`src/rtl/cache_burst_transfer.sv`:
```
// rtl/cache_burst_transfer.sv - cache block refill / write-back burst sequencer over AXI beats
module cache_burst_transfer #(
  parameter int AXI_DATA_WIDTH = 32,
  parameter int AXI_ADDR_WIDTH = 64,
  parameter int BLOCK_WIDTH    = 512,
  parameter int WRAP_EN        = 0
) (
  input  logic                                           i_clk,
  input  logic                                           i_arst,
  input  logic                                           i_start_read,
  input  logic                                           i_start_write,
  input  logic                                           i_beat_done,
  input  logic [AXI_ADDR_WIDTH-1:0]                      i_addr_cache,
  input  logic [BLOCK_WIDTH-1:0]                         i_data_block_cache,
  input  logic [AXI_DATA_WIDTH-1:0]                      i_data_axi,
  output logic                                           o_busy,
  output logic                                           o_done,
  output logic                                           o_last,
  output logic [$clog2(BLOCK_WIDTH/AXI_DATA_WIDTH)-1:0]  o_beat_idx,
  output logic [AXI_ADDR_WIDTH-1:0]                      o_addr_axi,
  output logic [AXI_DATA_WIDTH-1:0]                      o_data_axi,
  output logic [BLOCK_WIDTH-1:0]                         o_data_block_cache
);

  localparam int BEATS       = BLOCK_WIDTH / AXI_DATA_WIDTH;
  localparam int BEAT_BYTES  = AXI_DATA_WIDTH / 8;
  localparam int BLOCK_BYTES = BLOCK_WIDTH / 8;
  localparam int IDX_W       = $clog2(BEATS);
  localparam int CNT_W       = IDX_W + 1;
  localparam int OFF_BEAT    = $clog2(BEAT_BYTES);
  localparam int OFF_BLK     = $clog2(BLOCK_BYTES);

  // Lane indexing and modulo-BEATS wrap rely on BEATS being a power of two.
  if ((BEATS < 2) || ((BEATS & (BEATS - 1)) != 0)) begin : g_bad_beats
    $error("cache_burst_transfer: BLOCK_WIDTH/AXI_DATA_WIDTH must be a power of two >= 2");
  end

  typedef enum logic [1:0] {
    ST_IDLE  = 2'd0,
    ST_READ  = 2'd1,
    ST_WRITE = 2'd2,
    ST_DONE  = 2'd3
  } state_t;

  state_t                    state_q, state_d;
  logic [AXI_ADDR_WIDTH-1:0] base_q, base_d;
  logic [IDX_W-1:0]          idx_q, idx_d;
  logic [CNT_W-1:0]          cnt_q, cnt_d;
  logic [AXI_ADDR_WIDTH-1:0] addr_q, addr_d;
  logic [BLOCK_WIDTH-1:0]    hold_q, hold_d;
  logic [BLOCK_WIDTH-1:0]    blk_q, blk_d;

  logic [AXI_ADDR_WIDTH-1:0] addr_base;
  logic [IDX_W-1:0]          start_lane;
  logic                      unused_addr_bits;

  // Byte offset inside the block only selects the starting lane; the rest is dropped.
  assign addr_base        = {i_addr_cache[AXI_ADDR_WIDTH-1:OFF_BLK], {OFF_BLK{1'b0}}};
  assign start_lane       = (WRAP_EN != 0) ? i_addr_cache[OFF_BLK-1:OFF_BEAT] : '0;
  assign unused_addr_bits = ^i_addr_cache[OFF_BLK-1:0];

  // Base is block aligned, so OR-ing the lane offset is the same as adding it.
  function automatic logic [AXI_ADDR_WIDTH-1:0] lane_addr(
    input logic [AXI_ADDR_WIDTH-1:0] base,
    input logic [IDX_W-1:0]          lane
  );
    return base | (AXI_ADDR_WIDTH'(lane) << OFF_BEAT);
  endfunction

  // State and datapath registers; reset clears everything immediately.
  always_ff @(posedge i_clk or posedge i_arst) begin
    if (i_arst) begin
      state_q <= ST_IDLE;
      base_q  <= '0;
      idx_q   <= '0;
      cnt_q   <= '0;
      addr_q  <= '0;
      hold_q  <= '0;
      blk_q   <= '0;
    end else begin
      state_q <= state_d;
      base_q  <= base_d;
      idx_q   <= idx_d;
      cnt_q   <= cnt_d;
      addr_q  <= addr_d;
      hold_q  <= hold_d;
      blk_q   <= blk_d;
    end
  end

  // Next-state logic: start acceptance in IDLE only, beat advance in READ/WRITE.
  always_comb begin
    state_d = state_q;
    base_d  = base_q;
    idx_d   = idx_q;
    cnt_d   = cnt_q;
    addr_d  = addr_q;
    hold_d  = hold_q;
    blk_d   = blk_q;
    case (state_q)
      ST_IDLE: begin
        if (i_start_write || i_start_read) begin
          state_d = i_start_write ? ST_WRITE : ST_READ;
          base_d  = addr_base;
          idx_d   = start_lane;
          cnt_d   = CNT_W'(BEATS);
          addr_d  = lane_addr(addr_base, start_lane);
          if (i_start_write) begin
            hold_d = i_data_block_cache;
          end
        end
      end
      ST_READ, ST_WRITE: begin
        if (i_beat_done) begin
          idx_d  = idx_q + IDX_W'(1);
          cnt_d  = cnt_q - CNT_W'(1);
          addr_d = lane_addr(base_q, idx_q + IDX_W'(1));
          if (state_q == ST_READ) begin
            for (int k = 0; k < BEATS; k++) begin
              if (idx_q == IDX_W'(k)) begin
                blk_d[k*AXI_DATA_WIDTH +: AXI_DATA_WIDTH] = i_data_axi;
              end
            end
          end
          if (cnt_q == CNT_W'(1)) begin
            state_d = ST_DONE;
          end
        end
      end
      ST_DONE: begin
        state_d = ST_IDLE;
      end
      default: begin
        state_d = ST_IDLE;
      end
    endcase
  end

  // Write beat data: lane mux from the holding register, zero outside WRITE.
  always_comb begin
    o_data_axi = '0;
    if (state_q == ST_WRITE) begin
      for (int k = 0; k < BEATS; k++) begin
        if (idx_q == IDX_W'(k)) begin
          o_data_axi = hold_q[k*AXI_DATA_WIDTH +: AXI_DATA_WIDTH];
        end
      end
    end
  end

  assign o_busy             = (state_q != ST_IDLE);
  assign o_done             = (state_q == ST_DONE);
  assign o_last             = ((state_q == ST_READ) || (state_q == ST_WRITE)) && (cnt_q == CNT_W'(1));
  assign o_beat_idx         = idx_q;
  assign o_addr_axi         = addr_q;
  assign o_data_block_cache = blk_q;

endmodule
```
`config.mk`:
```
export PLATFORM = sky130hd
export DESIGN_NAME = cache_burst_transfer
export DESIGN_NICKNAME = d
export VERILOG_FILES = /design/src/rtl/cache_burst_transfer.sv
export SDC_FILE = /design/constraint.sdc
export NUM_CORES = 2
export LEC_CHECK = 0
export BUFFER_PORTS_ARGS = -buffer_cell sky130_fd_sc_hd__buf_2
export CELL_PAD_IN_SITES_DETAIL_PLACEMENT = 1
export CELL_PAD_IN_SITES_GLOBAL_PLACEMENT = 1
export CORE_AREA = 2 2 475 477
export CTS_BUF_LIST = sky130_fd_sc_hd__clkbuf_4 sky130_fd_sc_hd__clkbuf_8 sky130_fd_sc_hd__clkbuf_16
export CTS_CLUSTER_DIAMETER = 80
export CTS_CLUSTER_SIZE = 24
export DETAILED_ROUTE_END_ITERATION = 10
export DIE_AREA = 0 0 477 479
export PLACE_DENSITY_LB_ADDON = 0.25
export RECOVER_POWER = 100
export SLEW_MARGIN = 20
export SYNTH_ARGS = -nofsm -noshare
export SYNTH_HDL_FRONTEND = slang
export SYNTH_SLANG_ARGS = --single-unit
```
`constraint.sdc`:
```
create_clock -name i_clk -period 60.5 [get_ports i_clk]
set_clock_uncertainty 0.05 [all_clocks]
set_input_delay 9.075 -clock i_clk [delete_from_list [all_inputs] [get_ports i_clk]]
set_output_delay 9.075 -clock i_clk [all_outputs]
set_load 0.01 [all_outputs]
```
# Word-level counts from Yosys, hierarchy flattened
# Cells that the tools add are included.
dict set report word_totals {
  ff_bits 1157
  inputBits 613
  out_inout_bits 615
  word_cells 106
}
dict set report op_classes {
  add_sub_neg 2
  eq_ne 22
  mux 31
  bitwise 1
  n_reduce_logical 28
}
# operator n
set ops {}
lappend ops {{32-bit 2-to-1 mux} 17}
lappend ops {{64-bit 2-to-1 mux} 2}
lappend ops {{64-bit case mux with 2 select lines} 1}
lappend ops {{64-bit by 6-bit bitwise OR with 64-bit output} 1}
lappend ops {{4-bit AND reduction} 16}
lappend ops {{4-bit equality test (second input constant)} 8}
lappend ops {{4-bit by 3-bit equality test with 1-bit output (second input constant)} 4}
lappend ops {{5-bit 2-to-1 mux} 2}
lappend ops {{5-bit case mux with 2 select lines} 1}
lappend ops {{3-bit AND reduction} 3}
lappend ops {{4-bit by 2-bit equality test with 1-bit output (second input constant)} 2}
lappend ops {{2-bit 2-to-1 mux} 4}
lappend ops {{4-bit 2-to-1 mux} 2}
lappend ops {{4-bit case mux with 2 select lines} 1}
lappend ops {{2-bit != test (second input constant)} 3}
lappend ops {{2-bit case mux with 3 select lines} 1}
lappend ops {{5-bit by 1-bit equality test with 1-bit output (second input constant)} 1}
lappend ops {{5-bit by 1-bit subtractor with 5-bit output (second input constant)} 1}
lappend ops {{4-bit by 1-bit adder with 4-bit output (second input constant)} 1}
lappend ops {{2-bit equality test (second input constant)} 2}
lappend ops {{4-bit by 1-bit equality test with 1-bit output (second input constant)} 1}
lappend ops {{4-bit zero test} 1}
lappend ops {{2-bit nonzero test} 2}
lappend ops {{2-bit by 1-bit equality test with 1-bit output (second input constant)} 1}
lappend ops {{5 further kinds} 6}

# Depth between registers and ports, before layout
dict set report depth {
  word_depth 18
  mapped_depth 11
  ltp_nobuf 7
}

# Least setup slack after synthesis
# No wires, ideal clock.
dict set report synth_path {
  path_kind {register to output}
  startpoint {reg idx_q[0] (netlist: o_beat_idx[0])}
  endpoint {out o_data_axi[11]}
  arrival_time_ns 2.029
  required_time_ns 51.375
  setup_slack_ns 49.346
  path_stages_with_launch 11
  path_buffers 3
  cell_sequence {dfrtp_1 -> inv_1 -> ha_1 -> buf_2 -> or2_1 -> buf_2 -> o21a_4 -> buf_6 -> a21o_1 -> a211oi_1 -> nor2_1}
}
dict set report synth_via {
  elab_chain_len 18
  elab_cells_between_ends 33
  cone_classes {eq/ne (15); mux (17); reduce/logical (1)}
}
# item line_no
set synth_rtl {}
lappend synth_rtl {{start, declared} 47} ;# logic [IDX_W-1:0] idx_q, idx_d;
lappend synth_rtl {{start signal, assigned} 83} ;# idx_q <= idx_d;
lappend synth_rtl {{4-bit zero test} 144} ;# if (idx_q == IDX_W'(k)) begin
lappend synth_rtl {{32-bit 2-to-1 mux (15 in a row)} 144}
lappend synth_rtl {{32-bit 2-to-1 mux *} 144}
lappend synth_rtl {{32-bit 2-to-1 mux *} 142} ;# if (state_q == ST_WRITE) begin
lappend synth_rtl {{end, declared} 21} ;# output logic [AXI_DATA_WIDTH-1:0] o_data_axi,
# Mark *: on every way between the ends. The rest lies on a longest branch, timed or not.

==> flow_metrics.env <==
export IMPL_cts_sinks=1151
export IMPL_syn2layout_area_growth_pct=23.98
export IMPL_critPathRequiredTime_ps=59360
export IMPL_p_per_area_nw_per_um2=53.09
export IMPL_cts_resized=0
export IMPL_start_util_pct=21.98
export IMPL_start_kind="primary input"
export IMPL_min_path_type="flop to flop"
export IMPL_drt_wirelength_per_cell_um=27.37
export IMPL_postCtsHoldBufs=0
export IMPL_post_cts_setup_buffers=0
export IMPL_synthArstFlopShare_pct=100.0
export IMPL_reg2reg_setup_slack_ps=47790
export IMPL_synth_ff_type="dfrtp_1"
export IMPL_final_nets=6280
export IMPL_grt_ovfl_total=0
export IMPL_wl_mm=239.9
export IMPL_hold_violations=0
export IMPL_cts_buffers_inserted=98
export IMPL_clk_latency_ps=760
export IMPL_root_buffer="clkbuf_16"
export IMPL_dieArea_um2=228500
export IMPL_final_cell_mix="nand2_1 (1603), dfrtp_1 (1151), clkbuf_1 (648)"
export IMPL_synth_area_leaders="dfrtp_1 (59%), mux2_2 (13%), nand2_1 (12%), clkbuf_1 (1.5%), o21ai_0 (1.4%)"
export IMPL_vias=39710
export IMPL_gr_usage_all_layers_pct=20.31
export IMPL_r2r_end="hold_q[167]"
export IMPL_slowest_delay_ps=5970
export IMPL_synth_fa_ha_area_share_pct=0.2546
export IMPL_status="finished with violations"
export IMPL_critPathTopFamily="buffers and inverters"
export IMPL_slew_viol_final=3042
export IMPL_violations="max-capacitance violations, max-slew violations"
export IMPL_nFillCells=25920
export IMPL_drtIter0Drc=1992
export IMPL_crit_path_top_delay_cell="clkbuf_1"
export IMPL_h_tree_depth=3
export IMPL_setup_violations=0
export IMPL_synth_top_family_by_area="simple AND/OR/NAND/NOR gates"
export IMPL_holdWs_ps=424.0
export IMPL_setup_slack_ps=35940
export IMPL_period_minus_slack_ps=24560
export IMPL_netlist_instances=4597
export IMPL_grt_pass1_vias=41320
export IMPL_min_from="hold_q[158]"
export IMPL_tightest_slew_ps=7935
export IMPL_hpwl_mm=176.4
export IMPL_final_common_cell="nand2_1"
export IMPL_cp_max_fo=151
export IMPL_drv_cap=60
export IMPL_ir_drop_mv=0.03671
export IMPL_cts_tree="built"
export IMPL_reg2regPathDepth=8
export IMPL_ys_warn_count=0
export IMPL_synth_edf_count=0
export IMPL_io_pins=1228
export IMPL_fmax_mhz=40.71
export IMPL_vias_per_cell=4.529
export IMPL_yosys_area_top_type_share_pct=58.60
export IMPL_crit_start="i_arst"
export IMPL_antenna_left=0
export IMPL_final_cells=8766
export IMPL_synthSimpleGateAreaFrac_pct=15.30
export IMPL_port_buffers=1219
export IMPL_syn_area_um2=49150
export IMPL_end_kind="asynchronous set/reset pin"
export IMPL_die_h_um=479
export IMPL_ys_seq_area_share_pct=58.60
export IMPL_dr_pass1_iters=7
export IMPL_coreArea_um2=223600
export IMPL_p_leak_nw=29.36
export IMPL_drcViolationCount=0
export IMPL_pre_cts_slack_ps=46900
export IMPL_placed_cells=8549
export IMPL_rr_startpoint="state_q[0]"
export IMPL_crit_type="primary input to asynchronous set/reset pin"
export IMPL_yosys_area_top_type="dfrtp_1"
export IMPL_cp_cell_sequence="buf_2, clkinvlp_2, clkbuf_1, clkbuf_1"
export IMPL_hold_depth=2
export IMPL_grt_antenna_before_repair=126
export IMPL_finalCritPeriodShare_pct=40.60
export IMPL_synth_seq_cells=1151
export IMPL_path_clk_slew_ps=90
export IMPL_synthMuxAreaShare_pct=14.24
export IMPL_holdPathEnd="hold_q[158]"
export IMPL_rsz0062_at_grt="false"
export IMPL_synthXorXnorAreaFrac_pct=0.07128
export IMPL_avgSynthCellArea_um2=10.69
export IMPL_grt_max_degree=152
export IMPL_grt_pass1_wl_mm=330.7
export IMPL_die_w_um=477
export IMPL_rows=174
export IMPL_place_congestion=0.8068
export IMPL_ys_types=66
export IMPL_cp_num_buf_inv=4
export IMPL_layout_drive_gt1_share_pct=25.48
export IMPL_synth_compound_area_share_pct=8.205
export IMPL_arrival_ps=23420
export IMPL_fin_setup_tns_ps=0
export IMPL_crit_top_cell="clkbuf_1"
export IMPL_max_slew_margin_pct=-429.0
export IMPL_clock_path_buffers=3
==> tightest hold or removal path: cells and delay by family (launching register included) <==
family	cells	cell delay (ps)
flops	1	340
simple gates	2	100
==> flip-flops by register name (all words and copies together) (netlist names) <==
| name | count |
|---|---|
| base_q | 58 |
| state_q | 2 |
| o_addr_axi | 59 |
| o_data_block_cache | 512 |
| o_beat_idx | 3 |
| hold_q | 512 |
| cnt_q | 5 |
==> power by group <==
group | switching, mW | leakage [nW] | internal [mW] | total [mW]
clock network | 0.371 | 1.71 | 0.339 | 0.710
logic | 0.823 | 12.9 | 0.444 | 1.27
registers | 0.174 | 14.8 | 1.08 | 1.26
total | 1.37 | 29.4 | 1.87 | 3.24
==> cell usage after synthesis (all sizes together) (8+ instances only) <==
cell type	count
o21ai	141
ha	10
a221o	24
o22ai	10
mux2i	58
clkbuf	201
inv	18
o31ai	8
o41ai	24
a211oi	51
o221ai	31
buf	144
nor2	109
a21o	24
mux2	570
o2bb2ai	24
a21oi	112
nor2b	60
nand2	1614
o221a	37
dfrtp	1151
nand2b	13
nor3b	49
a221oi	33
o32ai	24
==> logic make-up after synthesis <==
group | count (synthesis)
compound gates | 566
xor+xnor | 4
fa+ha+maj | 10
buf+inv | 364
flops | 1151
mux | 628
other cells | 1
simple gates | 1873
==> per-stage QoR <==
step                      utilization [%]  power (mW)  cell area [um2]
after detailed placement            26.13       2.600            58420
after floorplan                         -       1.976            49150
after global routing                27.24       3.458            60900
after global placement              26.12       2.570            58390
final                               27.25       3.235            60940
after CTS                           27.73       3.329            61990
==> final cells by class <==
class	instances	area, um2	share of cell area [%]
inverters	19	72.57	0.1191
multi-input cells	3083	18860	30.95
well taps	2992	3744	6.143
clock buffers	109	2577	4.230
flip-flops and latches	1151	28800	47.27
repair buffers	1304	5803	9.523
diodes	33	82.58	0.1355
clock inverters	75	994.7	1.632
==> metal layers <==
| layer | vias to the layer above | wire, um | GRT usage [%] |
|---|---|---|---|
| met5 | - | 516 | 0 |
| met4 | 86 | 9058 | 7.414 |
| met3 | 390 | 14280 | 4.827 |
| met2 | 1233 | 118300 | 35.18 |
| met1 | 20370 | 97810 | 24.38 |
| li1 | 17630 | - | - |
==> worst max-delay path by stage <==
stage	slack [ps]	depth (start not counted)	endpoint
2_1_floorplan	18960	1	base_q[10]
3_3_place_gp	46960	10	o_data_axi[1]
3_5_place_dp	46900	10	o_data_axi[1]
4_1_cts	46030	10	o_data_axi[1]
5_1_grt	32890	4	o_data_block_cache[143]
6_report	35940	4	o_data_block_cache[186]
Power figures use the tool's default switching activity.
